===== src/rtl/y_risc_pkg.sv =====
// Shared memory-path types: access sizes, byte-enable constants and the
// buffered store entry layout used by the store and load paths.
package y_risc_pkg;

  typedef enum logic [1:0] {
    SIZE_B = 2'b00,
    SIZE_H = 2'b01,
    SIZE_W = 2'b10,
    SIZE_X = 2'b11
  } mem_size_e;

  localparam logic [3:0] BE_ALL   = 4'b1111;
  localparam int         ENTRY_AW = 32;

  // Widest supported byte address; narrower ADDR_W values are zero-extended.
  typedef struct packed {
    logic [ENTRY_AW-1:0] addr;
    logic [31:0]         data;
    logic [3:0]          be;
  } store_entry_t;

endpackage


===== src/rtl/store_buffer_if.sv =====
// Core store port, memory write port and load-hazard probe of the store buffer.
interface store_buffer_if #(
    parameter int ADDR_W = 32,
    parameter int CNT_W  = 3
);
    // Both ports use strict valid/ready: a transfer happens on a rising edge
    // where valid and ready are both 1; ready never depends on valid.
    logic              store_valid_i;
    logic              store_ready_o;
    logic [ADDR_W-1:0] store_addr_i;
    logic [31:0]       store_data_i;
    logic [1:0]        store_size_i;
    logic              misalign_o;
    logic              mem_write_en_o;
    logic              mem_write_ready_i;
    logic [ADDR_W-1:0] mem_write_addr_o;
    logic [31:0]       mem_write_data_o;
    logic [3:0]        mem_write_be_o;
    logic [ADDR_W-1:0] load_addr_i;
    logic              load_hazard_o;
    logic              empty_o;
    logic [CNT_W-1:0]  count_o;

    modport slave (
        input  store_valid_i, store_addr_i, store_data_i, store_size_i,
        input  mem_write_ready_i, load_addr_i,
        output store_ready_o, misalign_o, mem_write_en_o, mem_write_addr_o,
        output mem_write_data_o, mem_write_be_o, load_hazard_o, empty_o, count_o
    );

    modport master (
        output store_valid_i, store_addr_i, store_data_i, store_size_i,
        output mem_write_ready_i, load_addr_i,
        input  store_ready_o, misalign_o, mem_write_en_o, mem_write_addr_o,
        input  mem_write_data_o, mem_write_be_o, load_hazard_o, empty_o, count_o
    );
endinterface


===== src/rtl/store_align.sv =====
// Combinational size/offset decode: byte enables, lane-replicated data and
// a misalignment flag. Shared with the load path for lane extraction.
module store_align
    import y_risc_pkg::*;
(
    input  mem_size_e   size_i,
    input  logic [1:0]  addr_lo_i,
    input  logic [31:0] data_i,
    output logic [3:0]  be_o,
    output logic [31:0] data_o,
    output logic        misalign_o
);
    always_comb begin
        be_o       = '0;
        data_o     = data_i;
        misalign_o = 1'b0;
        case (size_i)
            SIZE_B: begin
                be_o   = 4'b0001 << addr_lo_i;
                data_o = {4{data_i[7:0]}};
            end
            SIZE_H: begin
                be_o       = addr_lo_i[1] ? 4'b1100 : 4'b0011;
                data_o     = {2{data_i[15:0]}};
                misalign_o = addr_lo_i[0];
            end
            SIZE_W: begin
                be_o       = BE_ALL;
                misalign_o = |addr_lo_i;
            end
            default: misalign_o = 1'b1;
        endcase
    end
endmodule


===== src/rtl/store_buffer.sv =====
// Store buffer: aligns core stores, queues them in a small FIFO and drains
// one per cycle to memory; flags loads that hit a pending store word.
module store_buffer
    import y_risc_pkg::*;
#(
    parameter int DEPTH  = 4,
    parameter int ADDR_W = 32
) (
    input  logic           clk_i,
    input  logic           rst_i,
    store_buffer_if.slave  bus
);
    localparam int PTR_W = $clog2(DEPTH);
    localparam int CNT_W = PTR_W + 1;

    store_entry_t     buf_q [DEPTH];
    logic [PTR_W-1:0] wr_ptr_q, rd_ptr_q;
    logic [CNT_W-1:0] count_q;
    logic             misalign_q;

    logic [3:0]  al_be;
    logic [31:0] al_data;
    logic        al_bad;
    logic        full, empty, accept, push, pop;

    store_align u_align (
        .size_i     (mem_size_e'(bus.store_size_i)),
        .addr_lo_i  (bus.store_addr_i[1:0]),
        .data_i     (bus.store_data_i),
        .be_o       (al_be),
        .data_o     (al_data),
        .misalign_o (al_bad)
    );

    assign full   = (count_q == CNT_W'(DEPTH));
    assign empty  = (count_q == '0);
    assign accept = bus.store_valid_i && !full;
    // Bad requests complete the handshake but never occupy a slot.
    assign push   = accept && !al_bad;
    assign pop    = !empty && bus.mem_write_ready_i;

    always_ff @(posedge clk_i or posedge rst_i) begin
        if (rst_i) begin
            wr_ptr_q   <= '0;
            rd_ptr_q   <= '0;
            count_q    <= '0;
            misalign_q <= 1'b0;
        end else begin
            misalign_q <= accept && al_bad;
            if (push) wr_ptr_q <= wr_ptr_q + 1'b1;
            if (pop)  rd_ptr_q <= rd_ptr_q + 1'b1;
            case ({push, pop})
                2'b10:   count_q <= count_q + 1'b1;
                2'b01:   count_q <= count_q - 1'b1;
                default: count_q <= count_q;
            endcase
        end
    end

    // Payload storage needs no reset: validity is tracked by count and pointers.
    always_ff @(posedge clk_i) begin
        if (push) begin
            buf_q[wr_ptr_q].addr <= ENTRY_AW'({bus.store_addr_i[ADDR_W-1:2], 2'b00});
            buf_q[wr_ptr_q].data <= al_data;
            buf_q[wr_ptr_q].be   <= al_be;
        end
    end

    // Head outputs are gated so they read as zero whenever nothing is pending.
    assign bus.mem_write_en_o   = !empty;
    assign bus.mem_write_addr_o = empty ? '0 : ADDR_W'(buf_q[rd_ptr_q].addr);
    assign bus.mem_write_data_o = empty ? '0 : buf_q[rd_ptr_q].data;
    assign bus.mem_write_be_o   = empty ? '0 : buf_q[rd_ptr_q].be;
    assign bus.store_ready_o    = !full;
    assign bus.empty_o          = empty;
    assign bus.count_o          = count_q;
    assign bus.misalign_o       = misalign_q;

    // Word-granular match against every occupied slot, including one popping now.
    always_comb begin
        logic [PTR_W-1:0]  offset;
        logic [ADDR_W-1:0] diff;
        bus.load_hazard_o = 1'b0;
        for (int i = 0; i < DEPTH; i++) begin
            offset = PTR_W'(i) - rd_ptr_q;
            diff   = (ADDR_W'(buf_q[i].addr) ^ bus.load_addr_i) & ~ADDR_W'(3);
            if ((CNT_W'(offset) < count_q) && (diff == '0))
                bus.load_hazard_o = 1'b1;
        end
    end
endmodule

===== src/flat_wrapper.sv =====
// flat-port wrapper written by rule: the top's interface ports become plain ports
module store_buffer_flat import y_risc_pkg::*;
#(
    parameter int DEPTH  = 4,
    parameter int ADDR_W = 32
)
  (clk_i, rst_i, bus_store_valid_i, bus_store_addr_i, bus_store_data_i, bus_store_size_i, bus_mem_write_ready_i, bus_load_addr_i, bus_store_ready_o, bus_misalign_o, bus_mem_write_en_o, bus_mem_write_addr_o, bus_mem_write_data_o, bus_mem_write_be_o, bus_load_hazard_o, bus_empty_o, bus_count_o);
  store_buffer_if #(.ADDR_W(ADDR_W)) bus_i ();
  input  logic clk_i;
  input  logic rst_i;
  input wire logic [$bits(bus_i.store_valid_i)-1:0] bus_store_valid_i;
  input wire logic [$bits(bus_i.store_addr_i)-1:0] bus_store_addr_i;
  input wire logic [$bits(bus_i.store_data_i)-1:0] bus_store_data_i;
  input wire logic [$bits(bus_i.store_size_i)-1:0] bus_store_size_i;
  input wire logic [$bits(bus_i.mem_write_ready_i)-1:0] bus_mem_write_ready_i;
  input wire logic [$bits(bus_i.load_addr_i)-1:0] bus_load_addr_i;
  output wire logic [$bits(bus_i.store_ready_o)-1:0] bus_store_ready_o;
  output wire logic [$bits(bus_i.misalign_o)-1:0] bus_misalign_o;
  output wire logic [$bits(bus_i.mem_write_en_o)-1:0] bus_mem_write_en_o;
  output wire logic [$bits(bus_i.mem_write_addr_o)-1:0] bus_mem_write_addr_o;
  output wire logic [$bits(bus_i.mem_write_data_o)-1:0] bus_mem_write_data_o;
  output wire logic [$bits(bus_i.mem_write_be_o)-1:0] bus_mem_write_be_o;
  output wire logic [$bits(bus_i.load_hazard_o)-1:0] bus_load_hazard_o;
  output wire logic [$bits(bus_i.empty_o)-1:0] bus_empty_o;
  output wire logic [$bits(bus_i.count_o)-1:0] bus_count_o;
  assign bus_i.store_valid_i = bus_store_valid_i;
  assign bus_i.store_addr_i = bus_store_addr_i;
  assign bus_i.store_data_i = bus_store_data_i;
  assign bus_i.store_size_i = bus_store_size_i;
  assign bus_i.mem_write_ready_i = bus_mem_write_ready_i;
  assign bus_i.load_addr_i = bus_load_addr_i;
  assign bus_store_ready_o = bus_i.store_ready_o;
  assign bus_misalign_o = bus_i.misalign_o;
  assign bus_mem_write_en_o = bus_i.mem_write_en_o;
  assign bus_mem_write_addr_o = bus_i.mem_write_addr_o;
  assign bus_mem_write_data_o = bus_i.mem_write_data_o;
  assign bus_mem_write_be_o = bus_i.mem_write_be_o;
  assign bus_load_hazard_o = bus_i.load_hazard_o;
  assign bus_empty_o = bus_i.empty_o;
  assign bus_count_o = bus_i.count_o;
  store_buffer #(.DEPTH(DEPTH), .ADDR_W(ADDR_W)) u_core (.clk_i(clk_i), .rst_i(rst_i), .bus(bus_i));
endmodule

===== config.mk =====
export PLATFORM = sky130hd
export DESIGN_NAME = store_buffer_flat
export DESIGN_NICKNAME = d
export VERILOG_FILES = /design/src/rtl/y_risc_pkg.sv /design/src/rtl/store_buffer_if.sv /design/src/rtl/store_align.sv /design/src/rtl/store_buffer.sv /design/src/flat_wrapper.sv
export SDC_FILE = /design/constraint.sdc
export NUM_CORES = 1
export LEC_CHECK = 0
export CORE_AREA = 3 3 199 201
export CTS_CLUSTER_DIAMETER = 150
export DETAILED_ROUTE_END_ITERATION = 12
export DIE_AREA = 0 0 202 204
export SYNTH_ARGS = -nofsm -noshare
export SYNTH_HDL_FRONTEND = slang
export SYNTH_HIERARCHICAL = 1
export SYNTH_SLANG_ARGS = --single-unit

===== constraint.sdc =====
create_clock -name clk_i -period 3.3 [get_ports clk_i]
set_input_delay 0.33 -clock clk_i [delete_from_list [all_inputs] [get_ports clk_i]]
set_output_delay 0.33 -clock clk_i [all_outputs]
set_load 0.05 [all_outputs]

==> qor.yml, run 1 <==
final_cells: 1437
grt_pass1_wl_um: 46500
max_stage_delay_ps: 720
fmax_ghz: 0.317
setup_viol_count_final: 0
drt-total-wl_um: 31600
slew_headroom: 0.592
diodes: 0
clk-insertion-delay-late_ps: 550
initial_core_util: 0.329
worstHoldPathType: "in2async"
max_cap_viol_count: 0
grt_max_degree: 39
mostFrequentLayoutCell: "edfxtp_1"
via_per_inst: 4.77
finalClockSkew_ps: 18.8
drive_above_1_share: 0.179
ys_seq_area_frac: 0.653
path_cells: "buf_4 -> buf_4 -> mux4_2 -> nor2b_1 -> clkdlybuf4s50_1"
tritoncts: "built"
top_layer: "met5"
cts.path.max_buffers: 3
clk_pin_slew_worst_paths_ps: 50
fin_crit_sh: 0.957
hold_viol: 0
slowest_stage: "clkdlybuf4s50_1"
crit_top_cell: "buf_4"
synthCells: 712
dr.pass1.iters: 5
power_density_nw_per_um2: 899
ir_worst_vdd_mv: 0.697
grt_pass1_vias: 7204
die_w_um: 202
multiInputGateArea_um2: 4040
dp_hpwl_um: 22200
cp-start-kind: "register"
rows: 71
antenna_found_initial: 2
drtIter0Drc: 507
synth_cell_types: 37
core_um2: 37800
drtAntennaViolNets: 0
mappedNetlistArea_um2: 12400
max_slew.worst_pin.slew_ps: 605
routedWlPerCell_um: 22.0
rsz0062_at_grt: "false"
ys_seq_elements: 272
regArea_um2: 8130
cts_sinks: 272
met2_length_um: 14800
drc: 0
io_buffer_count: 173
final_nets: 1015
cts_buffers: 31
mostFrequentLayoutCells: "edfxtp_1 (264), clkdlybuf4s50_1 (169), xor2_1 (98), nor2b_1 (67), mux4_2 (66)"
drv_slew: 0
die-area_um2: 41200
area_growth_pct: 27.4
yosysWarnings: 6
p_leak_uw: 0.00530
grt.overflow.total: 0
cts-htree-levels: 1
gp_congestion: 0.802
io_pins: 178
crit_path_end_kind: "output pin"
min_period_ps: 3160
tns_ps: 0
place_inst: 1381
dieHeight_um: 204
fillers: 3427
syn_area_per_cell_um2: 17.5
m1WireLength_um: 14300
crit_type: "reg2out"
grt.total_usage: 0.150
wl_met3_um: 1980
path_max_fanout: 17
root_buffer: "clkbuf_16"
vias: 6859
status: "finished, final reports clean"
arrival_ps: 2830
critical_path_required_ps: 2970
==> layer usage <==
layer | track usage | vias to the layer above
li1 | - | 3107
met4 | 0.0324 | 4
met2 | 0.241 | 219
met5 | 0 | -
met1 | 0.211 | 3490
met3 | 0.0311 | 39
==> logic make-up after synthesis <==
kind of cell	count (synthesis)	share of synthesized area
buffers and inverters	53	0.0246
AND/OR/NAND/NOR	130	0.0648
XOR/XNOR	127	0.0894
other	1	0.000301
flip-flops	272	0.653
multiplexers	93	0.145
adder cells (fa/ha/maj)	10	0.0107
AO/OA/AOI/OAI	26	0.0121
==> cell type report <==
type,count,area share
Sequential cell,272,0.513
Inverter,13,0.00324
Tap cell,511,0.0403
Timing Repair Buffer,197,0.128
Clock inverter,19,0.0108
Multi-Input combinational cell,388,0.255
Clock buffer,37,0.0504
==> cells in the mapped netlist, drive strengths merged <==
cell type | count | area [um2]
xnor2 | 29 | 254
nor4 | 22 | 163
fa | 1 | 20.0
o21ai | 9 | 45.0
ha | 9 | 113
dfrtp | 8 | 200
mux2 | 17 | 214
inv | 13 | 48.8
and2 | 4 | 25.0
xor2 | 98 | 858
nand4 | 10 | 62.6
clkbuf | 8 | 30.0
conb | 1 | 3.75
a21oi | 11 | 55.1
nand3 | 6 | 30.0
nor2b | 67 | 419
nor2 | 5 | 35.0
mux2i | 10 | 100
or4 | 1 | 7.51
and3 | 1 | 6.26
nor3 | 2 | 10.0
mux4 | 66 | 1490
buf | 32 | 228
edfxtp | 264 | 7930
nand2 | 11 | 41.3
nand2b | 1 | 6.26
a2111oi | 4 | 35.0
o21a | 2 | 15.0
==> sequential cells by signal, indices dropped and copies added (netlist names) <==
name	flops
u_core/buf_q	264
u_core/wr_ptr_q	2
u_core/bus.misalign_o	1
u_core/rd_ptr_q	2
u_core/bus.count_o	3
==> through the flow <==
| stage | power (uW) | worst slack [ps] | hold slack (ps) | util | cell area, um2 |
|---|---|---|---|---|---|
| 2_1_floorplan | 8820 | 228 | 146 | - | 12400 |
| 3_3_place_gp | 11100 | 477 | 520 | 0.393 | 14900 |
| 3_5_place_dp | 11100 | 461 | 537 | 0.393 | 14900 |
| 4_1_cts | 14400 | 7.45 | 37.0 | 0.419 | 15800 |
| 5_1_grt | 14900 | 5.45 | 65.0 | 0.420 | 15900 |
| 6_report | 14300 | 143 | 40.3 | 0.420 | 15900 |
==> worst paths after layout <==
path / start / end / slack (ps) / cells past startpoint
min in group clk_i: bus_store_valid_i / u_core/bus.misalign_o$_DFF_PP0_ / 370 / 2
max in group asynchronous: rst_i / u_core/rd_ptr_q[0]$_DFFE_PP0P_ / 2960 / 2
worst max-delay path: u_core/rd_ptr_q[1]$_DFFE_PP0P_ / bus_mem_write_addr_o[7] / 140 / 5
worst max register to register: u_core/bus.count_o[2]$_DFFE_PP0P_ / u_core/bus.count_o[2]$_DFFE_PP0P_ / 830 / 11
worst min-delay path: rst_i / u_core/bus.count_o[0]$_DFFE_PP0P_ / 40 / 2
worst min register to register: u_core/bus.count_o[0]$_DFFE_PP0P_ / u_core/bus.count_o[0]$_DFFE_PP0P_ / 540 / 1
==> timing repair <==
item	in CTS	in global routing
hold buffers	0	0
setup buffers	0	0
pin swaps	0	1
resized for setup	1	7
setup endpoints to repair	4	1
==> report_power, final <==
part / leakage, uW / internal, uW / switching (uW) / total (uW)
Combinational: 0.00235 / 2510 / 4120 / 6630
Clock: 0.000467 / 1940 / 1320 / 3260
Sequential: 0.00249 / 4220 / 151 / 4370
==> critical path: cells and delay by family, from the launching register on <==
| kind | cells | cell delay [ps] |
|---|---|---|
| multiplexers | 1 | 360 |
| AND/OR/NAND/NOR | 1 | 150 |
| flip-flops | 1 | 390 |
| buffers and inverters | 3 | 1360 |
(Power assumes the default switching activity.)
==> run 2, diff against run 1 <==
- ABC_AREA: not set -> 1
- CORE_AREA: 3 3 199 201 -> 3 3 200 202
- CTS_CLUSTER_SIZE: not set -> 24
- DIE_AREA: 0 0 202 204 -> 0 0 203 205
==> run 2 against run 1 <==
  * Combinational power up 31%
  * Fmax up 3.8%
  * Non-clock buffer count is 3 lower
  * Via count grew 34%
  * Critical path depth rose by 7
  * Total power up 4.7%
  * Cell count grew 30%
  * Design area increased by 1.5%
  * Clock power is 41% lower
  * Clock-buffer cell count is 17 lower
  * Register-to-register slack gained 190 ps
  * Die area is 0.99% higher
  * Largest cell class unchanged
  * Largest power group unchanged
  * Highest routed layer unchanged
==> qor.yml, run 2 <==
status: "finished, final reports clean"  # unchanged
p_clk_frac: 0.129  # was 0.229
io_buffer_count: 173  # unchanged
core_um2: 38500  # was 37800 um2
drive_above_1_share: 0.0921  # was 0.179
grt_pass1_wl_um: 54500  # was 46500 um
ys_seq_elements: 272  # unchanged
clk-insertion-delay-late_ps: 500  # was 550 ps
synth_largest_area_cell: "edfxtp_1"  # unchanged
arrival_ps: 2710  # was 2830 ps
cts-htree-levels: 1  # unchanged
rows: 72  # was 71
dieHeight_um: 205  # was 204 um
setup_viol_count_final: 0  # unchanged
regArea_um2: 8130  # about the same
syn_area_per_cell_um2: 10.6  # was 17.5 um2
synth_edf_count: 264  # unchanged
mostFrequentLayoutCell: "nand2_1"  # was edfxtp_1
ys_seq_area_frac: 0.646  # was 0.653
critical_path_required_ps: 2970  # about the same
yosysMostFrequentCell: "nand2_1"  # was edfxtp_1
dr.pass1.iters: 5  # unchanged
tritoncts: "built"  # unchanged
crit_type: "reg2out"  # unchanged
synthCells: 1186  # was 712
netlist_top_cells_count: "nand2_1 (338), edfxtp_1 (264), inv_1 (105), nor2_1 (99), nand3_1 (75)"  # was edfxtp_1 (264), xor2_1 (98), nor2b_1 (67), mux4_2 (66), xnor2_1 (29)
async_flop_share: 0.0294  # unchanged
dp_hpwl_um: 24500  # was 22200 um
root_buffer: "clkbuf_16"  # unchanged
cts_setup_buffers: 0  # unchanged
grt_max_degree: 67  # was 39
initial_core_util: 0.327  # was 0.329
pwr-share-seq: 0.288  # was 0.306
p_leak_uw: 0.00602  # was 0.00530 uW
grt.total_usage: 0.171  # was 0.150
die_w_um: 203  # was 202 um
top_register: "u_core/buf_q"  # unchanged
routedWlPerCell_um: 19.5  # was 22.0 um
via_per_inst: 4.94  # was 4.77
cp-start-kind: "register"  # unchanged
p_comb_frac: 0.583  # was 0.465
synth_ff_type: "edfxtp_1"  # unchanged
synthTopCellsByArea: "edfxtp_1 (63%), nand2_1 (10%), inv_1 (3.1%)"  # was edfxtp_1 (64%), mux4_2 (12%), xor2_1 (6.9%)
hold_viol: 0  # unchanged
final_nets: 1453  # was 1015
io_pins: 178  # unchanged
area_growth_pct: 27.8  # was 27.4%
max_slew.worst_pin.slew_ps: 724  # was 605 ps
cts.path.max_buffers: 3  # unchanged
drtAntennaViolNets: 0  # unchanged
multiInputGateArea_um2: 3800  # was 4040 um2
cts_sinks: 272  # unchanged
largest_reg_flops: 264  # unchanged
finalPower_uw: 14900  # was 14300 uW
synth_top_cell_area_share: 0.630  # was 0.637
worstHoldPathType: "in2async"  # unchanged
ir_worst_vdd_mv: 0.731  # was 0.697 mV
min_period_ps: 3040  # was 3160 ps
mappedNetlistArea_um2: 12600  # was 12400 um2
gp_congestion: 0.841  # was 0.802
grt.overflow.total: 0  # unchanged
vias: 9205  # was 6859
fmax_ghz: 0.329  # was 0.317 GHz
max_cap_viol_count: 0  # unchanged
crit_path_end_kind: "output pin"  # unchanged
drc: 0  # unchanged
clk_pin_slew_worst_paths_ps: 90  # was 50 ps
synth_cell_types: 33  # was 37
cts_resized: 0  # was 1
switchingPower_uw: 6530  # was 5590 uW
holdWs_ps: 118  # was 40.3 ps
fin_crit_sh: 0.921  # was 0.957
finalClockSkew_ps: 18.2  # was 18.8 ps
p_int_uw: 8400  # was 8670 uW
fillers: 3702  # was 3427
antenna_found_initial: 2  # unchanged
drv_slew: 0  # unchanged
yosysWarnings: 6  # unchanged
grt_pass1_vias: 9152  # was 7204
path_max_fanout: 13  # was 17
power_density_nw_per_um2: 928  # was 899 nW/um2
slew_headroom: 0.518  # was 0.592
drt-total-wl_um: 36400  # was 31600 um
drtIter0Drc: 704  # was 507
postCtsHoldBufs: 0  # unchanged
cts_buffers: 15  # was 31
mostFrequentLayoutCells: "nand2_1 (338), edfxtp_1 (264), clkdlybuf4s50_1 (106), inv_1 (105), nor2_1 (94)"  # was edfxtp_1 (264), clkdlybuf4s50_1 (169), xor2_1 (98), nor2b_1 (67), mux4_2 (66)
rsz0062_at_grt: "false"  # unchanged
die-area_um2: 41600  # was 41200 um2
p_sw_frac: 0.437  # was 0.392
## run 2: critical path: stages, from the launching register on
cell and delay, ps:
dfrtp_2 420, buf_4 250, nor2_4 70, nor2_1 210, inv_1 80, ha_1 280
a21oi_1 130, or2_0 130, nand3_1 120, nor2_1 140, nor2_1 50, nand2_1 160
buf_12 170
## run 2: kinds of logic (layout without fill, tap and decap cells)
logic type,count (synthesis),in the layout,share of synthesized area
compound gates,164,164,0.0862
xor+xnor,48,48,0.0334
fa+ha+maj,10,10,0.0105
buf+inv,166,325,0.0563
flops,272,272,0.646
other cells,1,3,0.000298
simple gates,525,525,0.168
## run 2: cell type report
class / instances / share of cell area
Sequential cell: 272 / 0.505
Multi-Input combinational cell: 749 / 0.236
Timing Repair Buffer: 194 / 0.167
Tap cell: 518 / 0.0403
Inverter: 109 / 0.0254
Clock buffer: 20 / 0.0245
Clock inverter: 2 / 0.00155
Antenna cell: 1 / 0.000155
## run 2: per-stage QoR
| step | setup slack, ps | instances | area (um2) | TNS [ps] | util |
|---|---|---|---|---|---|
| 5_1_grt | 93.6 | 1865 | 16100 | 0 | 0.418 |
| 2_1_floorplan | -647 | 1187 | 12600 | -170780 | - |
| 3_5_place_dp | 404 | 1842 | 15700 | 0 | 0.407 |
| 3_3_place_gp | 352 | 1842 | 15700 | 0 | 0.407 |
| 4_1_cts | 235 | 1864 | 16100 | 0 | 0.418 |
| 6_report | 259 | 1865 | 16100 | 0 | 0.418 |
## run 2: path summary, 6_finish.rpt
check | slack (ps) | cells after the start | from | end
worst max-delay path | 260 | 12 | u_core/rd_ptr_q[1]$_DFFE_PP0P_ | bus_load_hazard_o
min in group clk_i | 430 | 3 | bus_store_valid_i | u_core/bus.misalign_o$_DFF_PP0_
worst min-delay path | 120 | 2 | rst_i | u_core/bus.misalign_o$_DFF_PP0_
max in group asynchronous | 2910 | 2 | rst_i | u_core/rd_ptr_q[1]$_DFFE_PP0P_
worst min register to register | 610 | 2 | u_core/wr_ptr_q[1]$_DFFE_PP0P_ | u_core/wr_ptr_q[1]$_DFFE_PP0P_
worst max register to register | 1020 | 8 | u_core/bus.count_o[0]$_DFFE_PP0P_ | u_core/bus.count_o[1]$_DFFE_PP0P_
## run 2: per-layer routing
| metal | share of wire | track usage | up-vias |
|---|---|---|---|
| li1 | - | - | 4383 |
| met1 | 0.40 | 0.230 | 4387 |
| met2 | 0.49 | 0.292 | 393 |
| met3 | 0.092 | 0.0332 | 40 |
| met4 | 0.019 | 0.0346 | 2 |
| met5 | 0.00036 | 0 | - |
## run 2: power groups by stage
stage	Sequential [uW]	Combinational, uW	Clock (uW)
2_1_floorplan	4430	4380	0
6_report	4290	8710	1920
3_5_place_dp	4370	8790	0
3_3_place_gp	4370	8760	0
4_1_cts	4300	8820	1990
5_1_grt	4330	9160	2110
